### config.mk
export PLATFORM = sky130hd
export DESIGN_NAME = product_uart_tx
export DESIGN_NICKNAME = d
export VERILOG_FILES = /design/src/rtl/uart_pkg.sv /design/src/rtl/uart_baud_gen.sv /design/src/rtl/product_uart_tx.sv
export SDC_FILE = /design/constraint.sdc
export NUM_CORES = 1
export LEC_CHECK = 0
export BUFFER_PORTS_ARGS = -buffer_cell sky130_fd_sc_hd__buf_2
export CELL_PAD_IN_SITES_DETAIL_PLACEMENT = 2
export CELL_PAD_IN_SITES_GLOBAL_PLACEMENT = 2
export CORE_ASPECT_RATIO = 0.7
export CORE_MARGIN = 2
export CORE_UTILIZATION = 35
export DETAILED_ROUTE_END_ITERATION = 7
export PLACE_DENSITY = 0.76
export SLEW_MARGIN = 30
export SYNTH_ARGS = -nofsm -noshare
export SYNTH_HDL_FRONTEND = slang
export SYNTH_SLANG_ARGS = --single-unit
### constraint.sdc
create_clock -name CLK -period 2.69 [get_ports CLK]
set_input_delay 0.269 -clock CLK [delete_from_list [all_inputs] [get_ports CLK]]
set_output_delay 0.269 -clock CLK [all_outputs]
set_load 0.03 [all_outputs]
### src/rtl/uart_pkg.sv
// ----------------------------------------------------------------------------
// uart_pkg
// Shared types and line-level constants for the product UART transmitter.
//   uart_tx_state_t : frame state machine encoding
//   UART_IDLE_LVL   : level of an idle line (also the stop-bit level)
//   UART_START_LVL  : level of the start bit
//   UART_STOP_BITS  : number of stop bits appended to every frame
// ----------------------------------------------------------------------------
package uart_pkg;

    typedef enum logic [2:0] {
        IDLE,
        START,
        DATA,
        PARITY,
        STOP
    } uart_tx_state_t;

    localparam logic UART_IDLE_LVL  = 1'b1;
    localparam logic UART_START_LVL = 1'b0;
    localparam int   UART_STOP_BITS = 1;

endpackage

### src/rtl/uart_baud_gen.sv
// ----------------------------------------------------------------------------
// uart_baud_gen
// Divides the system clock down to the serial bit period.
// Ports:
//   CLK         in  : system clock, rising edge
//   rst_n       in  : asynchronous active-low reset
//   restart     in  : zero the count so the next cycle is the first of a bit
//   bit_end     out : high on the last cycle of every bit
//   bit_pre_end out : high on the second-to-last cycle of every bit, used to
//                     register pulses that must line up with bit_end
// ----------------------------------------------------------------------------
module uart_baud_gen #(
    parameter int CLKS_PER_BIT = 4
) (
    input  logic CLK,
    input  logic rst_n,
    input  logic restart,
    output logic bit_end,
    output logic bit_pre_end
);

    localparam int CNT_W = $clog2(CLKS_PER_BIT);
    localparam logic [CNT_W-1:0] CNT_LAST = CNT_W'(CLKS_PER_BIT - 1);
    localparam logic [CNT_W-1:0] CNT_PRE  = CNT_W'(CLKS_PER_BIT - 2);

    logic [CNT_W-1:0] cnt;

    // Free-running bit counter; restart takes priority so a new frame always
    // begins a full bit period after the shifter is loaded.
    always_ff @(posedge CLK or negedge rst_n) begin
        if (!rst_n) begin
            cnt <= '0;
        end else if (restart || (cnt == CNT_LAST)) begin
            cnt <= '0;
        end else begin
            cnt <= cnt + CNT_W'(1);
        end
    end

    assign bit_end     = (cnt == CNT_LAST);
    assign bit_pre_end = (cnt == CNT_PRE);

endmodule

### src/rtl/product_uart_tx.sv
// ----------------------------------------------------------------------------
// product_uart_tx
// Serial output stage for the multiplier datapath. Accepts 8-bit products over
// valid/ready, buffers one pending value and sends it as a UART frame:
// start bit, data LSB first, optional even parity, one stop bit.
// Optional feature macro: PRODUCT_UART_PARITY_EN (adds the even-parity bit).
// Ports:
//   CLK        in  : system clock, rising edge
//   rst_n      in  : asynchronous active-low reset
//   in_valid   in  : in_data holds a product
//   in_data    in  : product value (DATA_W bits)
//   in_ready   out : holding register empty (registered)
//   tx         out : serial line, idles high (registered)
//   busy       out : frame state machine not in IDLE (registered)
//   frame_done out : one-cycle pulse on the last cycle of the stop bit
// ----------------------------------------------------------------------------
module product_uart_tx
    import uart_pkg::*;
#(
    parameter int CLKS_PER_BIT = 4,
    parameter int DATA_W       = 8
) (
    input  logic              CLK,
    input  logic              rst_n,
    input  logic              in_valid,
    input  logic [DATA_W-1:0] in_data,
    output logic              in_ready,
    output logic              tx,
    output logic              busy,
    output logic              frame_done
);

    localparam int IDX_W = $clog2(DATA_W);
    localparam logic [IDX_W-1:0] LAST_DATA_IDX = IDX_W'(DATA_W - 1);
    localparam logic [IDX_W-1:0] LAST_STOP_IDX = IDX_W'(UART_STOP_BITS - 1);

    uart_tx_state_t    state;
    uart_tx_state_t    state_next;
    logic              hold_full;
    logic [DATA_W-1:0] hold_data;
    logic [DATA_W-1:0] shifter;
    logic [IDX_W-1:0]  bit_idx;
    logic [IDX_W-1:0]  bit_idx_next;
    logic              load;
    logic              shift;
    logic              tx_next;
    logic              busy_next;
    logic              frame_done_next;
    logic              bit_end;
    logic              bit_pre_end;
    logic              handshake;
`ifdef PRODUCT_UART_PARITY_EN
    logic              parity_q;
`endif

    assign handshake = in_valid && in_ready;

    uart_baud_gen #(
        .CLKS_PER_BIT(CLKS_PER_BIT)
    ) u_baud (
        .CLK        (CLK),
        .rst_n      (rst_n),
        .restart    (load),
        .bit_end    (bit_end),
        .bit_pre_end(bit_pre_end)
    );

    // Holding register. in_ready follows the previous hold_full, so it only
    // reopens one edge after the state machine drains the entry; it is also
    // forced low on the accepting edge so a second value cannot slip in.
    always_ff @(posedge CLK or negedge rst_n) begin
        if (!rst_n) begin
            hold_full <= 1'b0;
            hold_data <= '0;
            in_ready  <= 1'b1;
        end else begin
            if (handshake) begin
                hold_full <= 1'b1;
                hold_data <= in_data;
            end else if (load) begin
                hold_full <= 1'b0;
            end
            in_ready <= !hold_full && !handshake;
        end
    end

    // Frame registers. tx is reset straight to the idle level so an abort
    // mid-frame releases the line without waiting for a clock.
    always_ff @(posedge CLK or negedge rst_n) begin
        if (!rst_n) begin
            state      <= IDLE;
            bit_idx    <= '0;
            shifter    <= '0;
            tx         <= UART_IDLE_LVL;
            busy       <= 1'b0;
            frame_done <= 1'b0;
`ifdef PRODUCT_UART_PARITY_EN
            parity_q   <= 1'b0;
`endif
        end else begin
            state      <= state_next;
            bit_idx    <= bit_idx_next;
            tx         <= tx_next;
            busy       <= busy_next;
            frame_done <= frame_done_next;
            if (load) begin
                shifter  <= hold_data;
`ifdef PRODUCT_UART_PARITY_EN
                parity_q <= ^hold_data;
`endif
            end else if (shift) begin
                shifter <= {1'b0, shifter[DATA_W-1:1]};
            end
        end
    end

    // Next-state logic. tx_next is the level of the bit that starts on the
    // coming edge, which keeps tx a clean register output.
    always_comb begin
        state_next   = state;
        bit_idx_next = bit_idx;
        tx_next      = tx;
        load         = 1'b0;
        shift        = 1'b0;
        case (state)
            IDLE: begin
                tx_next = UART_IDLE_LVL;
                if (hold_full) begin
                    load         = 1'b1;
                    state_next   = START;
                    tx_next      = UART_START_LVL;
                    bit_idx_next = '0;
                end
            end
            START: begin
                if (bit_end) begin
                    state_next   = DATA;
                    tx_next      = shifter[0];
                    bit_idx_next = '0;
                end
            end
            DATA: begin
                if (bit_end) begin
                    if (bit_idx == LAST_DATA_IDX) begin
                        bit_idx_next = '0;
`ifdef PRODUCT_UART_PARITY_EN
                        state_next   = PARITY;
                        tx_next      = parity_q;
`else
                        state_next   = STOP;
                        tx_next      = UART_IDLE_LVL;
`endif
                    end else begin
                        shift        = 1'b1;
                        bit_idx_next = bit_idx + IDX_W'(1);
                        tx_next      = shifter[1];
                    end
                end
            end
`ifdef PRODUCT_UART_PARITY_EN
            PARITY: begin
                if (bit_end) begin
                    state_next   = STOP;
                    tx_next      = UART_IDLE_LVL;
                    bit_idx_next = '0;
                end
            end
`endif
            STOP: begin
                if (bit_end) begin
                    if (bit_idx != LAST_STOP_IDX) begin
                        bit_idx_next = bit_idx + IDX_W'(1);
                    end else if (hold_full) begin
                        load         = 1'b1;
                        state_next   = START;
                        tx_next      = UART_START_LVL;
                        bit_idx_next = '0;
                    end else begin
                        state_next   = IDLE;
                        tx_next      = UART_IDLE_LVL;
                        bit_idx_next = '0;
                    end
                end
            end
            default: begin
                state_next   = IDLE;
                tx_next      = UART_IDLE_LVL;
                bit_idx_next = '0;
            end
        endcase
        busy_next       = (state_next != IDLE);
        frame_done_next = (state == STOP) && bit_pre_end && (bit_idx == LAST_STOP_IDX);
    end

endmodule

==> impl_metrics.tcl, run 1 <==
set metrics [dict create \
    status "complete, no violations" \
    clkSinkCount 29 \
    fp.dieH_um 57.95 \
    hold_buffers 0 \
    synth_top_area_cell "dfrtp_1" \
    htreeDepth 2 \
    fill_cells 434 \
    layoutNonFillerInstCount 196 \
    drt_wl_total_um 3316 \
    grt_overflow 0 \
    avgSynthCellArea_um2 11.46 \
    postCtsSetupRepairBufs 0 \
    place_ws_ns 0.7925 \
    cp_max_fo 19 \
    yosysWarningCount 0 \
    drc_errors 0 \
    initial_core_util_pct 36.87 \
    dp.cells 188 \
    yosys-top-cells-area "dfrtp_1 46%, mux2_2 7.0%, mux2i_1 6.2%" \
    fin_crit_sh_pct 70.78 \
    tns_ns 0 \
    reg2regPathDepth 6 \
    maxCapViolCount 0 \
    ctsLongestPathBuffers 2 \
    syn_area_um2 1455 \
    drive_gt1_share_pct 26.39 \
    grtUsageTotal_pct 17.35 \
    drt-initial-drc-count 22 \
    layout.nets 159 \
    clk_pin_slew_ns 0.07 \
    dr.pass1.iters 4 \
    pin_count 15 \
    timing.rr.end "shifter[1]" \
    critPathKind "reg2reg" \
    crit_start "u_baud.cnt[0]" \
    slew_violations 0 \
    seq_area_frac_synth_pct 50.04 \
    die_x_um 81.07 \
    regArea_um2 728.2 \
    io_buffers 14 \
    arrival_ns 2.10 \
    worstSetupEndpointType "register" \
    antenna_cells 0 \
    rrSetupSlack_ns 0.79 \
    cts_tree "built" \
    critPathLaunchType "register" \
    final.setup_skew_ns 0.004783 \
    synth-seq-cells 29 \
    num_vias 998 \
    ir_drop_mv 0.5593 \
    antenna_found_initial 0 \
    grt_max_degree 30 \
    relSlewSlack_pct 53.63 \
    cts.repair.resized 0 \
    period_needed_ns 1.904 \
    hpwl_um 2490 \
    postSynthCellCount 127 \
    clk_latency_ns 0.29 \
    synth_nets 143 \
    cp.required_ns 2.89 \
    powerDensity_nw_per_um2 1208 \
    fin_ws_ns 0.7861 \
    tightest_slew_ns 0.6956 \
    synth_top_cell_area_share_pct 46.43 \
    antenna_left 0 \
    grt_pass1_wl_um 5851 \
    area_growth_pct 14.19 \
    grt_pass1_vias 1105 \
    gp_congestion 0.7933 \
    rows 19 \
    hold_class "in2async" \
    synth_cell_type_count 35 \
    p_leak_nw 0.7826 \
    wl_per_cell_um 16.92 \
    coreArea_um2 3946 \
    die-area_um2 4697 \
    rsz0062_at_grt "false" \
    post_drt_via_cell_ratio 5.092 \
    multi_input_area_um2 648.1 \
    fmax_mhz 525.2 \
    crit_end "shifter[1]" \
    cts_root_buf "clkbuf_8" \
    setup_viol 0 \
    hold_viol 0 \
    r2r-start "u_baud.cnt[0]" \
    cts_buffers 5 \
]
==> cells by family after synthesis <==
group | count (synthesis) | synth area share [%]
AOI/OAI and AO/OA | 25 | 12.13
adders and majority gates | 5 | 4.299
DFF | 29 | 50.04
and+or+nand+nor | 36 | 13.76
buffers and inverters | 12 | 5.417
xor gates and xnor gates | 2 | 1.204
muxes | 18 | 13.16
==> state kept, by name, summed over array words and instances (netlist names) <==
name	flops
frame_done	1
hold_full	1
bit_idx	3
state	3
u_baud.cnt	2
busy	1
hold_data	8
shifter	8
in_ready	1
tx	1
==> layout make-up <==
class / count / area share (%)
clock buffer: 6 / 4.970
clock inverter: 2 / 2.259
inverter: 6 / 1.355
multi-input combinational: 86 / 39.01
sequential: 29 / 43.83
tap: 52 / 3.916
timing repair buffer: 15 / 4.669
==> routing by layer <==
metal | global-route usage (%) | share of wire [%] | wire length, um
met5 | 0 | 0 | 0
met4 | 8.717 | 2.3 | 77
met3 | 4.206 | 2.5 | 82
met1 | 26.00 | 53 | 1764
met2 | 23.14 | 42 | 1392
==> placed cells by master (no fill, tap or decap), types with 5 or more instances in the layout <==
cell / instances
a21oi_1: 6
buf_2: 14
clkbuf_8: 6
dfrtp_1: 27
ha_1: 5
inv_1: 6
mux2_2: 9
mux2i_1: 9
nand2_1: 14
nor2_1: 6
o21ai_0: 8
==> critical path, cell delays in order (launching register included) <==
cell and delay [ns]:
dfrtp_1 0.38, ha_1 0.45, nand3b_4 0.16, a2111oi_4 0.36
buf_4 0.27, nand2_1 0.11, o21ai_0 0.09
==> report_power, final <==
group          internal [mW]  leakage [nW]  total [mW]  switching (mW)
Clock                  0.301        0.0574       0.478           0.177
Combinational          0.308         0.369       0.703           0.395
Sequential             0.639         0.356       0.827           0.187
Total                   1.25         0.783        2.01           0.760
==> through the flow <==
step           instance area, um2  power, mW  util, %  hold WS [ns]
3_3_place_gp                 1541      1.475    39.06        0.3303
4_1_cts                      1662      2.039    42.11       0.02749
6_report                     1662      2.008    42.11      0.004392
2_1_floorplan                1455      1.358        -      -0.02659
3_5_place_dp                 1541      1.547    39.06        0.3384
5_1_grt                      1662      2.174    42.11       0.04599
==> synth_stat cells <==
| cell | number |
|---|---|
| xnor2_1 | 1 |
| nand2b_1 | 3 |
| clkbuf_1 | 1 |
| o22ai_1 | 1 |
| nand3_2 | 1 |
| o32ai_1 | 1 |
| mux2i_1 | 9 |
| a211oi_1 | 1 |
| inv_1 | 6 |
| a21oi_1 | 6 |
| o31ai_1 | 1 |
| a22o_1 | 1 |
| dfrtp_1 | 27 |
| a2bb2oi_1 | 2 |
| a211o_1 | 1 |
| a2111oi_4 | 1 |
| nor2b_1 | 2 |
| o41ai_1 | 1 |
| nor2_1 | 6 |
| mux2_2 | 9 |
| nor3_2 | 1 |
| xor2_1 | 1 |
| o21ai_0 | 8 |
| and2b_1 | 1 |
| ha_1 | 5 |
| nand3b_1 | 2 |
| nor4b_1 | 1 |
| buf_4 | 1 |
| buf_6 | 4 |
| nand2_1 | 14 |
| dfstp_2 | 2 |
| o21ai_1 | 1 |
| nand3b_4 | 1 |
| nor3_1 | 2 |
| nor4_1 | 2 |
==> worst min path at each step <==
stage	to	slack, ns
5_1_grt	state[0]	0.05
6_report	state[0]	0.004
4_1_cts	state[0]	0.03
2_1_floorplan	bit_idx[0]	-0.03
3_3_place_gp	bit_idx[2]	0.33
3_5_place_dp	bit_idx[2]	0.34
No activity file was read; power rests on OpenSTA's default activity.
==> run 2: changes to the inputs <==
--- a/config.mk
+++ b/config.mk
@@ -10,9 +10,9 @@
 export CELL_PAD_IN_SITES_GLOBAL_PLACEMENT = 2
 export CORE_ASPECT_RATIO = 0.7
 export CORE_MARGIN = 2
-export CORE_UTILIZATION = 35
+export CORE_UTILIZATION = 34
 export DETAILED_ROUTE_END_ITERATION = 7
-export PLACE_DENSITY = 0.76
+export PLACE_DENSITY = 0.77
 export SLEW_MARGIN = 30
 export SYNTH_ARGS = -nofsm -noshare
 export SYNTH_HDL_FRONTEND = slang
==> constraint.sdc (replaced) <==
create_clock -name CLK -period 1.7 [get_ports CLK]
set_input_delay 0.17 -clock CLK [delete_from_list [all_inputs] [get_ports CLK]]
set_output_delay 0.17 -clock CLK [all_outputs]
set_load 0.03 [all_outputs]
==> run 2 against run 1 <==
  * Setup slack got worse by 0.77 ns
  * Cell area grew 17%
  * Via count rose by 12%
  * Sequential power grew 61%
  * Clock skew is 0.0014 ns lower
  * Combinational power rose to 2.6 times the previous value
  * Critical path type unchanged
  * Highest routed layer unchanged
==> impl_metrics.tcl, run 2 (synthesis results as in run 1) <==
set metrics [dict create \
    cts_buffers 5 \
    ctsLongestPathBuffers 2 \
    drt_wl_total_um 4474 \
    fmax_mhz 594.4 \
    grtUsageTotal_pct 18.78 \
    num_vias 1113 \
    final_common_cell "dfrtp_1" \
    hold_viol 0 \
    rsz0062_at_grt "true" \
    htreeDepth 2 \
    setup_viol 0 \
    whs_endpoint "in_ready" \
    antenna_left 0 \
    min_path_cells 2 \
    final_cell_mix "24 x dfrtp_1, 14 x buf_2, 13 x nand2_1, 13 x buf_4, 8 x mux2_2" \
    maxCapViolCount 0 \
    final.setup_skew_ns 0.003386 \
    coreArea_um2 4018 \
    rows 19 \
    power_mw 3.903 \
    cts_tree "built" \
    initial_core_util_pct 36.22 \
    grt_max_degree 30 \
    antenna_found_initial 0 \
    reg2regPathDepth 6 \
    min_from "in_valid" \
    rrSetupSlack_ns 0.02 \
    relSlewSlack_pct 55.91 \
    io_buffers 14 \
    ir_drop_mv 0.9035 \
    fin_crit_sh_pct 98.96 \
    r2r-start "bit_idx[1]" \
    drive_gt1_share_pct 44.44 \
    powerDensity_nw_per_um2 2001 \
    place_area_um2 1614 \
    critPathKind "reg2reg" \
    dp.cells 196 \
    cts_root_buf "clkbuf_8" \
    status "complete, no violations" \
    hpwl_um 2677 \
    die-area_um2 4827 \
    clk_pin_slew_ns 0.07 \
    grt_overflow 0 \
    drt-initial-drc-count 49 \
    design_area_um2 1951 \
    post_drt_via_cell_ratio 5.201 \
    die_x_um 82.19 \
    area_growth_pct 34.05 \
    grt_pass1_vias 1261 \
    cp.required_ns 1.88 \
    gp_congestion 0.8024 \
    dr.pass1.iters 4 \
    tightest_slew_ns 0.6614 \
    period_needed_ns 1.682 \
    hold_slack_ns 0.03550 \
    layoutNonFillerInstCount 214 \
    clkSinkCount 29 \
    place_ws_ns -0.07881 \
    timing.rr.end "shifter[0]" \
    final_core_util_pct 48.55 \
    fp.dieH_um 58.74 \
    arrival_ns 1.86 \
    critPathLaunchType "register" \
    fin_ws_ns 0.01763 \
    drc_errors 0 \
    p_leak_nw 0.8896 \
    worstSetupEndpointType "register" \
    hold_class "in2reg" \
    antenna_cells 0 \
    wl_per_cell_um 20.91 \
    pin_count 15 \
    clk_latency_ns 0.28 \
    largestRegisters "hold_data: 8 flops, shifter: 8 flops" \
    cp_max_fo 8 \
    layout.nets 177 \
    tns_ns 0 \
    slew_violations 0 \
    grt_pass1_wl_um 6617 \
]
## run 2: cell types whose count changed in the layout (fill, tap and decap cells not counted), moves of 3 or more
cell     change
buf_4       +12
dfrtp_1      -3
dfrtp_2      +3
ha_1         -3
o21ai_0      -3
o21ai_1      +3
## run 2: what timing repair did
| action | 4_1_cts | 5_1_grt |
|---|---|---|
| gates cloned | 0 | 2 |
| pin swaps | 2 | 6 |
| setup endpoints to repair | 11 | 12 |
| hold buffers | 1 | 0 |
| setup buffers | 2 | 5 |
| hold endpoints to repair | 27 | 0 |
| gates resized for setup | 4 | 24 |
## run 2: worst max-delay path by stage
| stage | cells after the start | endpoint | start | slack, ns |
|---|---|---|---|---|
| global route | 6 | shifter[2] | bit_idx[1] | -0.07 |
| CTS | 6 | shifter[2] | bit_idx[1] | -0.007 |
| finish | 6 | shifter[0] | bit_idx[1] | 0.02 |
| detailed placement | 6 | shifter[2] | bit_idx[1] | -0.08 |
| floorplan | 6 | hold_full | bit_idx[0] | 0.05 |
| global placement | 6 | bit_idx[0] | u_baud.cnt[0] | 0.04 |
## run 2: area by class of cell
class	instances	area, um2
multi-input combinational	86	740.7
clock buffer	6	82.58
tap	52	65.06
timing repair buffer	33	270.3
inverter	6	22.52
sequential	29	732.0
clock inverter	2	37.54
fill	405	2067
## run 2: per-layer routing
| layer | up-vias | GRT usage [%] | wire length (um) |
|---|---|---|---|
| li1 | 516 | - | - |
| met1 | 572 | 25.54 | 2011 |
| met2 | 21 | 30.41 | 2263 |
| met3 | 4 | 4.755 | 156 |
| met4 | 0 | 4.048 | 43 |
| met5 | - | 0 | 0 |
## run 2: power by group
group / internal, mW / switching [mW]
Sequential: 1.02 / 0.315
Clock: 0.476 / 0.285
Combinational: 0.892 / 0.916
## run 2: critical path, stage by stage (launching register included)
cell and delay, ns:
dfrtp_1 0.43, ha_1 0.21, ha_2 0.20, nor2_4 0.15, nand3_4 0.17, mux2i_1 0.16, o21ai_0 0.25
